File: config.mk
export PLATFORM = sky130hd
export DESIGN_NAME = mem_access_unit
export DESIGN_NICKNAME = d
export VERILOG_FILES = /design/src/rtl/mem_access_unit.sv
export SDC_FILE = /design/constraint.sdc
export NUM_CORES = 1
export LEC_CHECK = 0
export CAP_MARGIN = 20
export CORE_MARGIN = 2
export CORE_UTILIZATION = 40
export DETAILED_ROUTE_END_ITERATION = 8
export GPL_TIMING_DRIVEN = 0
export PLACE_DENSITY = 0.74
export SKIP_LAST_GASP = 1
export SYNTH_ARGS = -nofsm -noshare
export SYNTH_HDL_FRONTEND = slang
export SYNTH_SLANG_ARGS = --single-unit
File: constraint.sdc
create_clock -name clk -period 4.95 [get_ports clk]
set_input_delay 1.2375 -clock clk [delete_from_list [all_inputs] [get_ports clk]]
set_output_delay 1.2375 -clock clk [all_outputs]
set_load 0.005 [all_outputs]
File: src/rtl/mem_access_unit.sv
// mem_access_unit: RV32I load/store unit that formats store data, runs a req/ack data-bus
// access with an ack timeout, and extracts and extends load data for writeback.
module mem_access_unit #(
  parameter int TIMEOUT = 16
) (
  input  logic        clk,
  input  logic        rst,
  input  logic        valid_in,
  input  logic        is_load,
  input  logic        is_store,
  input  logic [2:0]  funct3,
  input  logic [31:0] addr,
  input  logic [31:0] store_data,
  output logic        mem_req,
  output logic        mem_we,
  output logic [31:0] mem_addr,
  output logic [31:0] mem_wdata,
  output logic [3:0]  mem_wstrb,
  input  logic [31:0] mem_rdata,
  input  logic        mem_ack,
  output logic [31:0] mem_data,
  output logic        stall,
  output logic        done,
  output logic        misalign_err,
  output logic        bus_err
);
  localparam int CW = $clog2(TIMEOUT + 1);
  typedef enum logic [1:0] {IDLE, BUSY, DONE} state_t;
  state_t          r_state;
  logic [2:0]      r_f3;
  logic [1:0]      r_off;
  logic            r_load;
  logic [CW-1:0]   r_cnt;
  logic            w_access, w_misalign;
  logic [31:0]     w_wdata, w_shift, w_ext;
  logic [3:0]      w_wstrb;
  always_comb begin
    w_access   = valid_in & (is_load | is_store);
    // funct3 011/110/111 are illegal and reported as misaligned
    w_misalign = (funct3[1:0] == 2'b11) | (funct3[2] & funct3[1]) |
                 (funct3[0] & addr[0]) | (funct3[1] & (|addr[1:0]));
    w_wdata    = funct3[1] ? store_data : funct3[0] ? {2{store_data[15:0]}} : {4{store_data[7:0]}};
    w_wstrb    = is_load ? 4'b0000 : funct3[1] ? 4'b1111 :
                 (funct3[0] ? 4'b0011 : 4'b0001) << addr[1:0];
    w_shift    = mem_rdata >> {r_off, 3'b000};
    w_ext      = r_f3[1] ? w_shift :
                 r_f3[0] ? {{16{w_shift[15] & ~r_f3[2]}}, w_shift[15:0]} :
                           {{24{w_shift[7] & ~r_f3[2]}}, w_shift[7:0]};
    stall      = (r_state == BUSY) | ((r_state == IDLE) & w_access & ~w_misalign);
  end
  always_ff @(posedge clk or posedge rst) begin
    if (rst) begin
      r_state      <= IDLE;
      r_f3         <= '0;
      r_off        <= '0;
      r_load       <= 1'b0;
      r_cnt        <= '0;
      mem_req      <= 1'b0;
      mem_we       <= 1'b0;
      mem_addr     <= '0;
      mem_wdata    <= '0;
      mem_wstrb    <= '0;
      mem_data     <= '0;
      done         <= 1'b0;
      misalign_err <= 1'b0;
      bus_err      <= 1'b0;
    end else begin
      done         <= 1'b0;
      misalign_err <= 1'b0;
      bus_err      <= 1'b0;
      case (r_state)
        IDLE: begin
          if (w_access & w_misalign) misalign_err <= 1'b1;
          else if (w_access) begin
            r_state   <= BUSY;
            r_f3      <= funct3;
            r_off     <= addr[1:0];
            r_load    <= is_load;
            mem_req   <= 1'b1;
            mem_we    <= ~is_load;
            mem_addr  <= {addr[31:2], 2'b00};
            mem_wdata <= w_wdata;
            mem_wstrb <= w_wstrb;
          end
        end
        BUSY: begin
          // an ack arriving on the last allowed cycle still completes normally
          if (mem_ack | (r_cnt == CW'(TIMEOUT - 1))) begin
            r_state <= DONE;
            r_cnt   <= '0;
            mem_req <= 1'b0;
            done    <= 1'b1;
            bus_err <= ~mem_ack;
            if (r_load) mem_data <= mem_ack ? w_ext : 32'h0;
          end else r_cnt <= r_cnt + CW'(1);
        end
        default: r_state <= IDLE;
      endcase
    end
  end
endmodule

# Word level (Yosys, flattened, before mapping)
# Index checks and enable logic that the tools add are counted.
dict set report classes {
  n_addsub 1
  n_eq_ne 6
  shifts 2
  muxes 23
  bitwise 20
  n_reduce_logical 7
}
# operator n
set ops {}
lappend ops {{2-to-1 mux 32 bit} 5}
lappend ops {{>> shifter 32 x 5 -> 32 bit} 1}
lappend ops {{AND 1 bit} 9}
lappend ops {{2-to-1 mux 1 bit} 9}
lappend ops {{AND reduction 3 bit} 3}
lappend ops {{2-to-1 mux 2 bit} 4}
lappend ops {{2-to-1 mux 4 bit} 2}
lappend ops {{bitwise OR 1 bit} 6}
lappend ops {{adder 5 x 1 -> 5 bit, second input constant} 1}
lappend ops {{== test 5 x 4 -> 1 bit, second input constant} 1}
lappend ops {{2-to-1 mux 5 bit} 1}
lappend ops {{inverter 1 bit} 5}
lappend ops {{inequality test 2 bit, second input constant} 2}
lappend ops {{one-hot mux 2 bit (2 select lines)} 1}
lappend ops {{AND reduction 4 bit} 1}
lappend ops {{<< shifter 2 x 2 -> 4 bit} 1}
lappend ops {{== test 2 x 1 -> 1 bit, second input constant} 1}
lappend ops {{== test 2 bit, second input constant} 1}
lappend ops {{zero test 2 bit} 1}
lappend ops {{inequality test 2 x 1 -> 1 bit, second input constant} 1}
lappend ops {{one-hot mux 1 bit (2 select lines)} 1}
lappend ops {{nonzero test 2 bit} 1}
lappend ops {{OR reduction 2 bit} 1}
dict set report word_totals {
  ff_bits 116
  inputBits 105
  output_inout_bits 106
  wordCells 73
}

# Logic depth before layout (Yosys ltp)
dict set report logic_depth {
  ltp_word 7
  depth_mapped 8
  mapped_depth_nobuf 7
}

# Worst setup path before layout
# OpenSTA, ideal clock, no wires.
dict set report synth_path {
  path_type {input to output}
  startpoint {input funct3[0]}
  endpoint {output stall}
  t_arrival_ns 2.291
  t_required_ns 3.713
  slack_ns 1.422
  cell_stages 7
  n_path_buf 3
  path_cell_list {buf_2 nor3_1 o21a_1 and2b_1 buf_4 buf_4 nand2b_1}
}
dict set report synth_between {
  elab_chain_cells 7
  word_cells_on_any_way 8
  cone_classes {eq/ne: 1; bitwise: 7}
}
# element line
set synth_rtl {}
lappend synth_rtl {{start: declaration} 11} ;# input logic [2:0] funct3,
lappend synth_rtl {{== test 2 bit} 40} ;# w_misalign = (funct3[1:0] == 2'b11) | (funct3[2] & funct3[1]) |
lappend synth_rtl {{bitwise OR 1 bit} 40}
lappend synth_rtl {{bitwise OR 1 bit (*)} 40}
lappend synth_rtl {{bitwise OR 1 bit (*)} 41} ;# (funct3[0] & addr[0]) | (funct3[1] & (|addr[1:0]));
lappend synth_rtl {{inverter 1 bit (*)} 49} ;# stall = (r_state == BUSY) | ((r_state == IDLE) & w_access & ~w_misalign);
lappend synth_rtl {{AND 1 bit (*)} 49}
lappend synth_rtl {{bitwise OR 1 bit (*)} 49}
lappend synth_rtl {{end: declaration} 22} ;# output logic stall,
# Every way passes the cells marked *; elsewhere a longest branch is shown, timed or not.

# Worst setup path in the final report
dict set report layout_path {
  startpoint {input is_load}
  endpoint {output stall}
}
dict set report layout_between {
  elab_chain_cells 5
}
# element line
set layout_rtl {}
lappend layout_rtl {{start: declaration} 9} ;# input logic is_load,
lappend layout_rtl {{bitwise OR 1 bit} 38} ;# w_access = valid_in & (is_load | is_store);
lappend layout_rtl {{AND 1 bit} 38}
lappend layout_rtl {{AND 1 bit (2 in a row)} 49}
lappend layout_rtl {{bitwise OR 1 bit} 49}
# No other way between the ends.

==> qor.txt <==
first-pass GRT wire length = 23,700 µm
Critical Path AT = 3360 ps
Worst-path clk slew = 50 ps
final hold vios = 0
antenna viol nets, final = 0
WS Path Type = input port to primary output
min-delay worst type = register to register
routability cong. = 0.840
nets = 744
H-tree levels = 4
Clock Sinks = 116
Ys Warns = 0
Worst Path Required = 3710 ps
Post-CTS Setup Inserts = 0
Clock Latency Late Sink = 410 ps
post-synth cell types = 41
final instance area = 8180 µm²
commonest cells in the synthesized netlist = 116 x dfrtp_1, 94 x mux2_2, 23 x a21oi_1, 21 x mux2i_1, 19 x nor2_1
initial antenna violation count = 0
Layout area overhead = 54.7%
async set or reset register ratio after synthesis = 1.00
FF/Latch Area = 2900 µm²
fmax = 217 MHz
Least-Margin Pin Slew = 727 ps
Tmin final = 4600 ps
fill count = 1,039
met3 wire length = 1500 µm
largest area contributor in the netlist = dfrtp_1
wl on met1 = 5740 µm
dominant cells by area after synthesis = dfrtp_1 55%, mux2_2 20%, mux2i_1 4.0%, a221o_1 3.0%, a21oi_1 2.2%
post-cts resize count = 0
I/O pins = 211
Multi-input gate area = 2190 µm²
reg2reg setup slack = 2590 ps
Main synth FF type = dfrtp_1
max layer used = met4
Slew HR = 0.515
TritonRoute pass-1 iters = 4
Worst Setup End Kind = primary output
Syn Std Cell Area = 5290 µm²
worst r2r src = r_cnt[0]$_DFFE_PP0P_
final WL = 14,700 µm
EDFF count, synth = 0
row count = 42
CP top delay family = buffers and inverters
total gr overflow = 0
CP Buf/Inv Count = 4
Max-Cap Viols = 0
r2r endpoint = mem_data[19]$_DFFE_PP0P_
syn_area_per_cell = 12.9 µm²
final setup fails = 0
RSZ-0062 raised after global routing = false
Worst VDD drop = 0.256 mV
Synth top area share = 0.549
placed cell areas = 7610 µm²
Vias/cell = 5.10
hold path startpoint = mem_data[6]$_DFFE_PP0P_
status = complete, no violations
Wirelength per Cell = 17.8 µm
Pwr Total = 4080 µW
cell with the most instances after synthesis = dfrtp_1
die span in y = 119 µm
Clock Skew = 5.45 ps
setup TNS = 0 ps
Clock Tree Root = clkbuf_16
Power Density = 499 nW/µm²
DR iter-0 viols = 302
total number of vias = 4,201
cell breakdown of the critical path = clkdlybuf4s50_1 -> o211ai_1 -> and2b_1 -> buf_4 -> buf_4 -> nand2b_1 -> clkdlybuf4s50_1
CTS tree = yes
CTS hold repair buffers = 0
cells after synthesis = 409
Detailed Place HPWL = 11,000 µm
DRC Markers = 0
Final period util = 0.929
sequential-to-total area share from yosys stat = 0.549
DIE WIDTH = 119 µm
largest net degree at the start of global routing = 61
worst reg2reg path depth = 8
CORE AREA = 13,100 µm²
highest net fanout along the worst path = 10
layout cells sized above 1 = 0.225
total track usage = 0.216
met2 WL = 7250 µm
WHS Path Cells = 1
number of port buffers = 207
Worst Hold End = mem_data[6]$_DFFE_PP0P_
Max clock buf depth = 2
fin. max-slew vios = 0
Worst path slowest cell = clkdlybuf4s50_1
CP max stage delay = 600 ps
Die ar. = 14,200 µm²
CTS buffer count = 17
Initial Util = 0.404
crit path launch type = input port
Synth Register Bits = 116
leakage power = 0.00347 µW
# diodes = 0
number of global-route vias before repair = 4,488
[metal layers]
metal  up-vias  global-route usage
li1       1945                   -
met1      2057               0.247
met2       182               0.356
met3        17              0.0972
met4         0              0.0781
met5         -                   0
[sequential cells by signal (all words and copies together), names as in the netlist]
register      cells
mem_addr         30
mem_data         32
mem_wdata        32
r_f3              3
r_load            1
r_cnt             5
mem_req           1
r_off             2
done              1
r_state           2
misalign_err      1
mem_wstrb         4
bus_err           1
mem_we            1
[placed cells by master (no fill, tap or decap), types with 2 or more instances in the layout]
cell             synthesis  layout
clkdlybuf4s50_1          0     207
dfrtp_1                116     116
mux2_2                  94      94
a21oi_1                 23      23
mux2i_1                 21      21
nor2_1                  19      19
clkbuf_16                0      17
o21ai_0                 16      16
a221o_1                 16      16
nand2_1                 12      12
clkbuf_1                 8      11
inv_1                   11      10
buf_2                    9       9
a22o_1                   9       9
buf_4                    7       7
o2bb2ai_1                7       7
nor2b_1                  6       6
clkbuf_8                 0       6
nand2b_1                 4       4
a211oi_1                 3       3
clkinv_2                 0       3
buf_1                    2       2
xor2_1                   2       2
buf_6                    2       2
ha_1                     2       2
conb_1                   1       2
[cell type report]
| cell class | instances | area share |
|---|---|---|
| Sequential cell | 116 | 0.355 |
| Clock buffer | 26 | 0.0635 |
| Clock inverter | 4 | 0.00551 |
| Tap cell | 176 | 0.0269 |
| Inverter | 11 | 0.00535 |
| Multi-Input combinational cell | 255 | 0.268 |
| Buffer | 28 | 0.0193 |
| Timing Repair Buffer | 208 | 0.257 |
[per-stage QoR]
step / utilization / hold slack [ps] / worst slack, ps / cells
3_3_place_gp: 0.580 / 472 / -958 / 793
6_report: 0.625 / 487 / 349 / 824
2_1_floorplan: - / 466 / 640 / 410
5_1_grt: 0.625 / 495 / 137 / 824
3_5_place_dp: 0.582 / 474 / 286 / 794
4_1_cts: 0.625 / 490 / 287 / 824
[where the power goes]
group,internal (µW),switching [µW],total (µW)
clock network,761,396,1160
registers,1290,197,1490
logic,954,486,1440
[kinds of logic (layout without fill, tap and decap cells)]
group / after synthesis / count (layout) / synth area share
muxes: 116 / 116 / 0.244
DFF: 116 / 116 / 0.549
AOI/OAI and AO/OA: 82 / 82 / 0.112
and+or+nand+nor: 51 / 51 / 0.0483
buffers and inverters: 39 / 277 / 0.0376
adders and majority gates: 2 / 2 / 0.00473
xor gates and xnor gates: 2 / 2 / 0.00331
other: 1 / 2 / 0.000709
[how the worst max path moves through the flow]
stage	from	end	slack, ps	cells after the start
finish	is_load	stall	350	7
global route	addr[1]	stall	140	8
CTS	is_load	stall	290	7
detailed placement	is_load	stall	290	7
global placement	rst	mem_wdata[14]$_DFFE_PP0P_	-960	2
floorplan	rst	bus_err$_DFF_PP0_	640	1
Note: power is estimated with default switching activity, not from simulation.
